## config.mk

```make
export PLATFORM = sky130hd
export DESIGN_NAME = sys_display_scan
export DESIGN_NICKNAME = d
export VERILOG_FILES = /design/src/rtl/sys_display_scan.sv
export SDC_FILE = /design/constraint.sdc
export NUM_CORES = 1
export LEC_CHECK = 0
export BUFFER_PORTS_ARGS = -buffer_cell sky130_fd_sc_hd__buf_2
export CAP_MARGIN = 20
export CORE_UTILIZATION = 52
export DETAILED_ROUTE_END_ITERATION = 10
export PLACE_DENSITY_LB_ADDON = 0.3
export SLEW_MARGIN = 20
export SYNTH_ARGS = -nofsm -noshare
export SYNTH_HDL_FRONTEND = slang
export SYNTH_SLANG_ARGS = --single-unit
```

## constraint.sdc

```tcl
create_clock -name SYS_clk -period 2.2 [get_ports SYS_clk]
set_input_delay 0.11 -clock SYS_clk [delete_from_list [all_inputs] [get_ports SYS_clk]]
set_output_delay 0.11 -clock SYS_clk [all_outputs]
set_load 0.005 [all_outputs]
```

## src/rtl/sys_display_scan.sv

```systemverilog
// Eight-digit multiplexed hex display scanner with tear-free frame-synchronous value updates.
// Optional build macro LEADING_ZERO_BLANK_EN blanks digits above the most significant nonzero nibble.
module sys_display_scan #(
  parameter int unsigned PRESCALE = 1000
) (
  input  logic        SYS_clk,
  input  logic        SYS_reset,
  input  logic [31:0] DISP_value,
  input  logic        DISP_load,
  input  logic        DISP_enable,
  output logic [6:0]  DISP_seg,
  output logic [7:0]  DISP_an,
  output logic [2:0]  DISP_digit_idx,
  output logic        DISP_frame_done
);

  localparam logic [15:0] CNT_LAST  = 16'(PRESCALE - 1);
  localparam logic [6:0]  SEG_BLANK = 7'h7F;
  localparam logic [7:0]  AN_BLANK  = 8'hFF;

  typedef enum logic {IDLE, SCAN} state_t;

  state_t      state, state_next;
  logic [15:0] cnt, cnt_next;
  logic [2:0]  idx, idx_next;
  logic [31:0] shadow, show;
  logic        pending;
  logic        active, tick, wrap, lit;
  logic [3:0]  nibble;

  function automatic logic [6:0] hex_to_seg(input logic [3:0] n);
    case (n)
      4'h0: return 7'b1000000;
      4'h1: return 7'b1111001;
      4'h2: return 7'b0100100;
      4'h3: return 7'b0110000;
      4'h4: return 7'b0011001;
      4'h5: return 7'b0010010;
      4'h6: return 7'b0000010;
      4'h7: return 7'b1111000;
      4'h8: return 7'b0000000;
      4'h9: return 7'b0010000;
      4'hA: return 7'b0001000;
      4'hB: return 7'b0000011;
      4'hC: return 7'b1000110;
      4'hD: return 7'b0100001;
      4'hE: return 7'b0000110;
      default: return 7'b0001110;
    endcase
  endfunction

`ifdef LEADING_ZERO_BLANK_EN
  // Highest digit holding a nonzero nibble; zero when the word is zero so digit 0 stays lit.
  function automatic logic [2:0] top_digit(input logic [31:0] v);
    logic [2:0] m;
    m = 3'd0;
    for (int i = 0; i < 8; i++) begin
      if (v[4*i +: 4] != 4'h0) m = 3'(i);
    end
    return m;
  endfunction

  assign lit = (idx <= top_digit(show));
`else
  assign lit = 1'b1;
`endif

  // Counting only happens while scanning and staying in SCAN; leaving clears everything next edge.
  assign active = (state == SCAN) && DISP_enable;
  assign tick   = active && (cnt == CNT_LAST);
  assign wrap   = tick && (idx == 3'd7);
  assign nibble = show[4*idx +: 4];

  always_comb begin
    // NOTE: every combinational output gets a default first so no path can infer a latch.
    state_next = state;
    cnt_next   = '0;
    idx_next   = '0;
    case (state)
      IDLE:    if (DISP_enable)  state_next = SCAN;
      SCAN:    if (!DISP_enable) state_next = IDLE;
      default: state_next = IDLE;
    endcase
    if (active) begin
      if (tick) begin
        cnt_next = '0;
        idx_next = idx + 3'd1;
      end else begin
        cnt_next = cnt + 16'd1;
        idx_next = idx;
      end
    end
  end

  always_ff @(posedge SYS_clk) begin
    if (!SYS_reset) begin
      state           <= IDLE;
      cnt             <= '0;
      idx             <= '0;
      DISP_frame_done <= 1'b0;
      DISP_an         <= AN_BLANK;
      DISP_seg        <= SEG_BLANK;
    end else begin
      state           <= state_next;
      cnt             <= cnt_next;
      idx             <= idx_next;
      DISP_frame_done <= wrap;
      if (active && lit) begin
        DISP_an  <= ~(8'b1 << idx);
        DISP_seg <= hex_to_seg(nibble);
      end else begin
        DISP_an  <= AN_BLANK;
        DISP_seg <= SEG_BLANK;
      end
    end
  end

  always_ff @(posedge SYS_clk) begin
    if (!SYS_reset) begin
      shadow  <= '0;
      show    <= '0;
      pending <= 1'b0;
    end else if (DISP_load && (state == IDLE)) begin
      shadow  <= DISP_value;
      show    <= DISP_value;
      pending <= 1'b0;
    end else begin
      // NOTE: non-blocking semantics make the later pending<=1 win over the commit's pending<=0,
      // and show still samples the pre-edge shadow when a load lands on the wrap.
      if (wrap && pending) begin
        show    <= shadow;
        pending <= 1'b0;
      end
      if (DISP_load) begin
        shadow  <= DISP_value;
        pending <= 1'b1;
      end
    end
  end

  assign DISP_digit_idx = idx;

endmodule
```

==> results.sh <==
export IMPL_worstMarginPinSlew_ns=0.621
export IMPL_cts_made_buffers=9
export IMPL_coreArea_sq_mm=0.00830
export IMPL_die_x_um=95.0
export IMPL_grt_pass1_wl_mm=14.6
export IMPL_routabilityCongestion=0.914
export IMPL_use_met3=0.0531
export IMPL_skew_ns=0.0132
export IMPL_vias=3273
export IMPL_grt_max_degree=67
export IMPL_antennaDiodeCount=0
export IMPL_drive_gt1_frac=0.208
export IMPL_cp_required_ns=2.42
export IMPL_combinationalPowerShare=0.088
export IMPL_fillers=691
export IMPL_ys_seq_area_frac=0.450
export IMPL_mostFrequentLayoutCells="dfxtp_1, mux2i_1, buf_2"
export IMPL_path_class="reg2reg"
export IMPL_cts_htree_levels=3
export IMPL_r2r_slack_ns=0.09
export IMPL_clock_sinks=101
export IMPL_viasPerCell=5.36
export IMPL_rr_worst_depth=7
export IMPL_vdd_drop_max_mv=0.460
export IMPL_clockBufferDepth=2
export IMPL_leakage_nw=1.98
export IMPL_first_pass_iters=4
export IMPL_totalWireLength_mm=8.82
export IMPL_ys_ff_latch=101
export IMPL_cap_violations=0
export IMPL_drc=0
export IMPL_post_route_period_util=0.960
export IMPL_syn_nets=494
export IMPL_grt_ovfl_total=0
export IMPL_ys_warn_count=0
export IMPL_max_freq_ghz=0.473
export IMPL_status="finished clean"
export IMPL_crit_start="DISP_digit_idx[1]"
export IMPL_p_sw_w=0.000846
export IMPL_utilization=0.619
export IMPL_die_y_um=95.0
export IMPL_avgRoutedWirePerCell_um=14.4
export IMPL_syn_area_sq_mm=0.00450
export IMPL_num_rows=33
export IMPL_grt_util_met1=0.272
export IMPL_cts_tree="yes"
export IMPL_busiest_layer="met2"
export IMPL_startpoint_type="register"
export IMPL_clk_latency_ns=0.37
export IMPL_syn_avg_cell_area_sq_um=10.1
export IMPL_post_route_min_period_ns=2.11
export IMPL_setup_tns_final_ns=0
export IMPL_switching_share=0.234
export IMPL_drt_iter0_markers=179
export IMPL_grt_usage=0.211
export IMPL_whs_path_depth=3
export IMPL_cts_root_buf="clkbuf_8"
export IMPL_synthFlopType="dfxtp_1"
export IMPL_cp_data_arrival_time_ns=2.34
export IMPL_layout_commonest_cell="dfxtp_1"
export IMPL_p_per_area_mw_per_mm2=703
export IMPL_crit_path_end_kind="register"
export IMPL_pwr_share_clk=0.369
export IMPL_dp_hpwl_mm=6.13
export IMPL_rr_endpoint="DISP_seg[3]"
export IMPL_setup_violations=0
export IMPL_p_int_w=0.00277
export IMPL_area_growth_pct=14.3
export IMPL_antenna_found_initial=0
export IMPL_seq_power_share=0.543
export IMPL_final_antenna_net_count=0
export IMPL_min_path_type="in2reg"
export IMPL_port_buffers=54
export IMPL_dieArea_sq_mm=0.00902
export IMPL_async_flop_share=0
export IMPL_path_clk_slew_ns=0.10
export IMPL_hold_viol=0
export IMPL_holdCritStartpoint="DISP_value[19]"
export IMPL_whs_endpoint="shadow[19]"
export IMPL_first_global_vias=3026
export IMPL_nNetsFinal=549
export IMPL_synth_edff_count=0
export IMPL_start_util=0.542
export IMPL_r2r_start="DISP_digit_idx[1]"
export IMPL_crit_fanout=6
export IMPL_slew_viol_final=0
export IMPL_slew_headroom=0.585
export IMPL_syn_inst=446
export IMPL_ios=55
export IMPL_synth_cell_types=50
export IMPL_met2_usage=0.338
[cells by family after synthesis]
logic type      after synthesis  share of synthesized area
fa+ha+maj                    12                     0.0334
simple gates                117                      0.143
flops                       101                      0.450
compound gates               84                      0.104
xor+xnor                     15                     0.0292
buf+inv                      38                     0.0468
mux                          79                      0.193
[cell usage after synthesis (2+ instances only)]
cell | n | area, sq um
o21ai_0 | 33 | 165
nand4_1 | 6 | 37.5
dfxtp_1 | 101 | 2020
ha_1 | 12 | 150
nor3_1 | 4 | 20.0
clkbuf_1 | 11 | 41.3
buf_2 | 2 | 10.0
and2_1 | 3 | 18.8
o221ai_1 | 4 | 35.0
xor2_1 | 9 | 78.8
nand3_1 | 8 | 40.0
inv_1 | 9 | 33.8
a21oi_1 | 35 | 175
mux2i_1 | 71 | 711
buf_4 | 3 | 22.5
xnor2_1 | 6 | 52.6
buf_6 | 5 | 56.3
nor2_1 | 26 | 97.6
nand2b_1 | 3 | 18.8
buf_1 | 3 | 11.3
nor2b_1 | 34 | 213
nand2_1 | 20 | 75.1
mux4_2 | 6 | 135
and3_1 | 4 | 25.0
dlygate4sd1_1 | 3 | 26.3
[worst max-delay path: stages, from the launching register on]
cell and delay (ns):
dfxtp_4 0.39, clkbuf_2 0.14, buf_4 0.14, nor2b_1 0.12, a22oi_1 0.50, a21oi_1 0.19, a2111oi_2 0.41, a31oi_1 0.08
[flip-flops by register name (all words and copies together), names as in the netlist]
name / count
DISP_an: 8
state: 1
shadow: 32
DISP_frame_done: 1
pending: 1
show: 32
cnt: 16
DISP_seg: 7
DISP_digit_idx: 3
[worst max-delay path by stage]
stage             endpoint  slack (ns)  depth (start not counted)
2_1_floorplan  DISP_seg[3]        0.05                          6
6_report       DISP_seg[3]        0.09                          7
5_1_grt        DISP_seg[3]       -0.02                          8
4_1_cts        DISP_seg[3]        0.04                          8
3_3_place_gp   DISP_seg[3]      -0.004                          8
3_5_place_dp   DISP_seg[3]       -0.12                          8
[power by group through the flow]
stage / sequential [W] / combinational [W] / clock [W]
6_report: 0.00196 / 0.000318 / 0.00133
5_1_grt: 0.00197 / 0.000356 / 0.00143
4_1_cts: 0.00196 / 0.000316 / 0.00136
3_5_place_dp: 0.00200 / 0.000311 / 0
3_3_place_gp: 0.00200 / 0.000298 / 0
2_1_floorplan: 0.00199 / 0.000226 / 0
[through the flow]
stage	setup WS [ns]	hold slack [ns]	cells	area (sq um)	total power [W]
2_1_floorplan	0.0466	0.254	446	4500	0.00221
3_3_place_gp	-0.00354	0.381	591	4860	0.00230
3_5_place_dp	-0.125	0.392	591	4860	0.00232
4_1_cts	0.0416	0.00308	610	5120	0.00364
5_1_grt	-0.0209	0.00495	611	5140	0.00376
6_report	0.0872	0.00895	611	5140	0.00361
[layout make-up]
type	instances	area, sq um	share of cell area
clock buffer	11	151	0.0295
clock inverter	5	81.3	0.0158
inverter	10	37.5	0.00730
multi-input combinational	307	2270	0.443
sequential	101	2030	0.394
tap	105	131	0.0256
timing repair buffer	72	435	0.0847
[timing repair]
action                                 4_1_cts  5_1_grt
setup buffers                                0        1
hold buffers                                 3        0
setup endpoints to repair                   36        6
gates resized for setup                      2        4
endpoints found under the hold margin        3        0
[layer usage]
metal	share of wire	up-vias	wire length [um]
li1	-	1669	-
met1	0.47	1522	4150
met5	0	-	0
met4	0.020	0	180
met3	0.038	16	338
met2	0.47	66	4150
Power figures use the tool's default switching activity.
